$ cat src/rtl/rv_pkg.sv
// ============================================================================
// Module      : rv_pkg
// Description : Shared RV32I pipeline constants and IF/ID entry type.
// Revision    : 1.0 - initial release
// ============================================================================
`default_nettype none

package rv_pkg;

    localparam int                c_XLEN = 32;
    localparam logic [c_XLEN-1:0] c_NOP  = 32'h0000_0013;  // addi x0,x0,0

    typedef struct packed {
        logic [c_XLEN-1:0] pc;
        logic [c_XLEN-1:0] instr;
    } if_id_entry_t;

    function automatic if_id_entry_t make_entry(input logic [c_XLEN-1:0] pc,
                                                input logic [c_XLEN-1:0] instr);
        if_id_entry_t e;
        e.pc    = pc;
        e.instr = instr;
        return e;
    endfunction

endpackage

`default_nettype wire

$ cat src/rtl/if_id_storage.sv
// ============================================================================
// Module      : if_id_storage
// Description : DEPTH x WIDTH register array, one write port, one async read.
// Revision    : 1.0 - initial release
// ============================================================================
`default_nettype none

module if_id_storage #(
    parameter int DEPTH = 4,
    parameter int WIDTH = 64,
    parameter int AW    = (DEPTH > 1) ? $clog2(DEPTH) : 1
) (
    input  logic             clk,
    input  logic             wr_en,
    input  logic [AW-1:0]    wr_addr,
    input  logic [WIDTH-1:0] wr_data,
    input  logic [AW-1:0]    rd_addr,
    output logic [WIDTH-1:0] rd_data
);

    // Contents are never reset; validity lives in the owning queue.
    logic [WIDTH-1:0] r_mem [DEPTH];

    always_ff @(posedge clk) begin
        if (wr_en) begin
            r_mem[wr_addr] <= wr_data;
        end
    end

    assign rd_data = r_mem[rd_addr];

endmodule

`default_nettype wire

$ cat src/rtl/if_id_buffer.sv
// ============================================================================
// Module      : if_id_buffer
// Description : Fetch-to-decode queue with flush; DEPTH=1 is a stallable IF/ID.
// Revision    : 1.0 - initial release
// ============================================================================
`default_nettype none

module if_id_buffer
    import rv_pkg::*;
#(
    parameter int               DEPTH = 4,
    parameter int               XLEN  = c_XLEN,
    parameter logic [XLEN-1:0]  NOP   = XLEN'(c_NOP)
) (
    input  logic            clk,
    input  logic            reset,
    input  logic [XLEN-1:0] PC_IF,
    input  logic [XLEN-1:0] INSTRUCTION_IF,
    input  logic            IF_valid,
    input  logic            PCSrc,
    input  logic            ID_stall,
    output logic            PC_write,
    output logic [XLEN-1:0] PC_ID,
    output logic [XLEN-1:0] INSTRUCTION_ID,
    output logic            ID_valid
);

    localparam int              AW     = (DEPTH > 1) ? $clog2(DEPTH) : 1;
    localparam int              CW     = $clog2(DEPTH + 1);
    localparam logic [AW-1:0]   c_LAST = AW'(DEPTH - 1);
    localparam logic [CW-1:0]   c_FULL = CW'(DEPTH);

    logic [AW-1:0]     r_wr_ptr;
    logic [AW-1:0]     r_rd_ptr;
    logic [CW-1:0]     r_count;
    logic              w_valid;
    logic              w_push;
    logic              w_pop;
    logic [2*XLEN-1:0] w_head;

    // Ready is a pure function of registered count, so fetch sees no input path.
    assign w_valid  = (r_count != '0);
    assign PC_write = (r_count != c_FULL);
    assign w_push   = IF_valid & PC_write & ~PCSrc;
    assign w_pop    = w_valid & ~ID_stall;

    always_ff @(posedge clk) begin
        if (!reset || PCSrc) begin
            r_wr_ptr <= '0;
            r_rd_ptr <= '0;
            r_count  <= '0;
        end else begin
            if (w_push) begin
                r_wr_ptr <= (r_wr_ptr == c_LAST) ? '0 : r_wr_ptr + 1'b1;
            end
            if (w_pop) begin
                r_rd_ptr <= (r_rd_ptr == c_LAST) ? '0 : r_rd_ptr + 1'b1;
            end
            case ({w_push, w_pop})
                2'b10:   r_count <= r_count + 1'b1;
                2'b01:   r_count <= r_count - 1'b1;
                default: r_count <= r_count;
            endcase
        end
    end

    if_id_storage #(
        .DEPTH (DEPTH),
        .WIDTH (2 * XLEN),
        .AW    (AW)
    ) u_storage (
        .clk     (clk),
        .wr_en   (w_push),
        .wr_addr (r_wr_ptr),
        .wr_data ({PC_IF, INSTRUCTION_IF}),
        .rd_addr (r_rd_ptr),
        .rd_data (w_head)
    );

    assign ID_valid       = w_valid;
    assign PC_ID          = w_valid ? w_head[2*XLEN-1:XLEN] : '0;
    assign INSTRUCTION_ID = w_valid ? w_head[XLEN-1:0]      : NOP;

endmodule

`default_nettype wire
$ cat config.mk
export PLATFORM = sky130hd
export DESIGN_NAME = if_id_buffer
export DESIGN_NICKNAME = d
export VERILOG_FILES = /design/src/rtl/rv_pkg.sv /design/src/rtl/if_id_storage.sv /design/src/rtl/if_id_buffer.sv
export SDC_FILE = /design/constraint.sdc
export NUM_CORES = 1
export LEC_CHECK = 0
export ABC_AREA = 1
export BUFFER_PORTS_ARGS = -buffer_cell sky130_fd_sc_hd__buf_2
export CAP_MARGIN = 20
export CORE_MARGIN = 4
export CORE_UTILIZATION = 45
export DETAILED_ROUTE_END_ITERATION = 8
export GPL_ROUTABILITY_DRIVEN = 0
export SYNTH_ARGS = -nofsm -noshare
export SYNTH_HDL_FRONTEND = slang
export SYNTH_SLANG_ARGS = --single-unit
$ cat constraint.sdc
create_clock -name clk -period 6.15 [get_ports clk]
set_clock_uncertainty 0.15 [all_clocks]
set_input_delay 1.23 -clock clk [delete_from_list [all_inputs] [get_ports clk]]
set_output_delay 1.23 -clock clk [all_outputs]
set_load 0.005 [all_outputs]
==> key figures <==
Worst hold path
  • Hold Path Stages: 2
  • Worst hold-check path type: register to register
  • Min-delay src: r_count[0]
  • Hold EP: r_count[0]

Floorplan
  • Die ar.: 26,070 um^2
  • Die height: 161.5 um
  • DIE WIDTH: 161.5 um
  • Core Footprint: 22,920 um^2
  • # rows: 55
  • I/O pins: 135
  • Initial Util: 46.25%

Detailed routing
  • Routed len/inst: 16.73 um
  • Vias per cell: 4.934
  • Initial DRC Count: 516
  • Routed Antenna Nets: 0
  • Pre-Repair DR Iteration Count: 5
  • DR vias: 6,651
  • # DRC: 0
  • Drt total wl: 22,560 um

Clock tree
  • Max Root-Sink Buffers: 3
  • Worst-skew pair later-pin latency: 0.52 ns
  • # Post-CTS Setup Buffers: 0
  • CTS Buf Count: 28
  • Root buffer cell: clkbuf_16
  • Hold buffers post-CTS: 0
  • H-tree depth: 1
  • PostCTS Resize Cnt: 0
  • CTS tree: yes
  • Clock sink count: 265
  • Clk pin slew, worst setup/hold paths: 0.06 ns

Logic synthesis
  • Post-synthesis instance area: 10,600 um^2
  • Distinct cells, synth: 23
  • Yosys warnings: 0
  • Post-Synth Simple-Gate Area: 14.88%
  • Multiplexer share of the synthesized area: 0%
  • Syn Nets: 964
  • Post-synth top area share: 72.54%
  • Synth Register Bits: 265
  • Largest family of logic cells by synthesized area: simple AND/OR/NAND/NOR gates
  • Post-Synthesis Cells: 888
  • Sequential area share after synthesis: 74.24%
  • Adder-cell area share of the yosys netlist: 0.8973%
  • Synth top area cells: edfxtp_1 (73%), nand2_1 (9.2%), nor2_1 (5.1%), a21oi_1 (3.0%), o21ai_0 (2.9%)
  • Post-Synth XOR/XNOR Area: 0%
  • Yosys top cell by area: edfxtp_1
  • Syn Area/Cell: 11.93 um^2
  • Complex-gate fraction of the synthesized area: 6.375%

Power and ir drop
  • Logic gate share of total power: 5.4%
  • Switch Pwr: 791.4 uW
  • Power per cell area: 306.2 nW/um^2
  • Clock share of power: 41.0%
  • Int Power: 2.984 mW
  • Switching share of power: 20.96%
  • Peak VDD IR: 0.2834 mV
  • Leakage: 4.828 nW
  • Sequential share of power: 53.6%

Critical path
  • Crit path max fanout: 85
  • R2R depth: 5
  • R2r setup slk: 3.50 ns
  • Crit. End Element: primary output
  • Worst EP arrival: 2.92 ns
  • Crit path kind: register to primary output
  • Reg2reg start: r_count[0]
  • Reg-to-reg endpoint: u_storage.r_mem[1][1]
  • Startpoint types: register
  • Critical Path RT: 4.77 ns

Placed design
  • Dpl ws: 2.335 ns
  • Dpl hpwl: 13,120 um
  • IO buf count: 134

Layout
  • Core Util, Final: 53.81%
  • Area of the multi-input gates: 2377 um^2
  • Layout cell share with drive strength beyond 1: 18.55%
  • Final #Nets: 1,090
  • P&R area growth vs syn: 16.35%
  • Reg area: 7871 um^2
  • # diodes: 0
  • Fillers: 1,976

Timing
  • Unrepaired setup endpoints after global routing: false
  • Fin crit share: 69.93%
  • Period minus WS final: 4.301 ns
  • Final hold vios: 0
  • Final Hold Slack: 0.3558 ns
  • Fmax: 0.2325 GHz
  • Max-slew violation count: 0
  • Setup TNS: 0 ns
  • Worst Tran Pin Value: 0.9866 ns
  • Slew HR: 34.23%
  • Endpoints failing setup: 0
  • Final worst setup slack: 1.849 ns

GRT
  • Number of antenna violations at the first check in global routing: 1
  • GRT overflow: 0
  • Gr usage total: 17.24%
  • Vias in the first global route: 6,521
  • First-pass GRT wire length: 35,760 um
  • Largest net degree at the start of global routing: 86

Job
  • Total of max-cap violations: 0

Outcome
  • Outcome: finished, final reports clean
==> area by class of cell <==
type | count | area share (%)
clock buffer | 39 | 6.190
tap | 313 | 3.176
multi-input combinational | 554 | 19.28
inverter | 21 | 0.6799
clock inverter | 12 | 0.6900
sequential | 265 | 63.84
timing repair buffer | 144 | 6.149
==> power groups by stage <==
stage | Clock [mW] | Sequential, mW | Combinational [mW]
after floorplan | 0 | 2.06 | 0.108
after global placement | 0 | 2.06 | 0.206
after detailed placement | 0 | 2.06 | 0.209
after CTS | 1.59 | 2.02 | 0.210
after global routing | 1.66 | 2.02 | 0.234
final | 1.55 | 2.02 | 0.204
==> sequential cells by signal, indices dropped and copies added, names as in the netlist, named ones only <==
register         cells
u_storage.r_mem    256
r_rd_ptr             2
r_wr_ptr             2
r_count              3
==> worst max-delay path by stage <==
stage                        start                     end  cells past startpoint
after detailed placement  register      INSTRUCTION_ID[14]                      7
after CTS                 register      INSTRUCTION_ID[14]                      7
final                     register      INSTRUCTION_ID[14]                      7
after global placement       PCSrc  u_storage.r_mem[2][23]                      5
after floorplan           IF_valid   u_storage.r_mem[0][0]                      4
after global routing      register      INSTRUCTION_ID[22]                      7
==> metal layers <==
layer | track usage [%] | routed length [um] | up-vias
met5 | 0 | 13 | -
met2 | 28.30 | 10680 | 194
li1 | - | - | 3288
met4 | 3.684 | 304 | 2
met3 | 3.215 | 1520 | 26
met1 | 24.30 | 10040 | 3141
==> cells by family (layout without fill, tap and decap cells) <==
| kind of cell | Yosys count | count (layout) |
|---|---|---|
| and+or+nand+nor | 414 | 414 |
| DFF | 265 | 265 |
| AOI/OAI and AO/OA | 133 | 133 |
| buffers and inverters | 69 | 216 |
| adders and majority gates | 7 | 7 |
==> critical path, stage by stage, from the launching register on <==
cell	delay, ns
dfxtp_4	0.51
inv_4	0.70
buf_4	0.54
nand2_1	0.09
nand2_1	0.08
nand2_1	0.05
a21oi_1	0.24
buf_2	0.16
==> layout by cell type, fill, tap and decap left out, types with 4 or more instances in the layout <==
cell type    n
o21ai_0     61
inv_1       18
clkbuf_1    10
nor2_4       4
ha_1         6
clkinv_2     4
dfxtp_1      8
nand2_1    260
o21ai_1      4
edfxtp_1   256
nor2_1     139
buf_4        9
clkinv_1     5
clkbuf_16   29
a21oi_1     64
buf_2      134
nand3_1      5
==> cell usage after synthesis <==
library cell    n
or2_2           3
nand2_2         1
o21ai_0        61
buf_2          21
o21ai_1         4
a21oi_1        64
buf_6          10
clkbuf_1        9
nand2_1       260
nand4_1         1
inv_2           2
nor2_1        143
buf_4           6
fa_1            1
o211ai_1        3
inv_1          19
nand3_1         5
ha_1            6
dfxtp_1         9
a21boi_0        1
buf_1           2
edfxtp_1      256
nand3b_1        1
==> per-stage QoR <==
stage	std cells	power, mW	area (um^2)
final	1348	3.775	12330
after global routing	1348	3.921	12330
after CTS	1348	3.819	12330
after detailed placement	1297	2.269	11480
after global placement	1296	2.266	11460
after floorplan	888	2.168	10600
No activity file was read; power rests on OpenSTA's default activity.
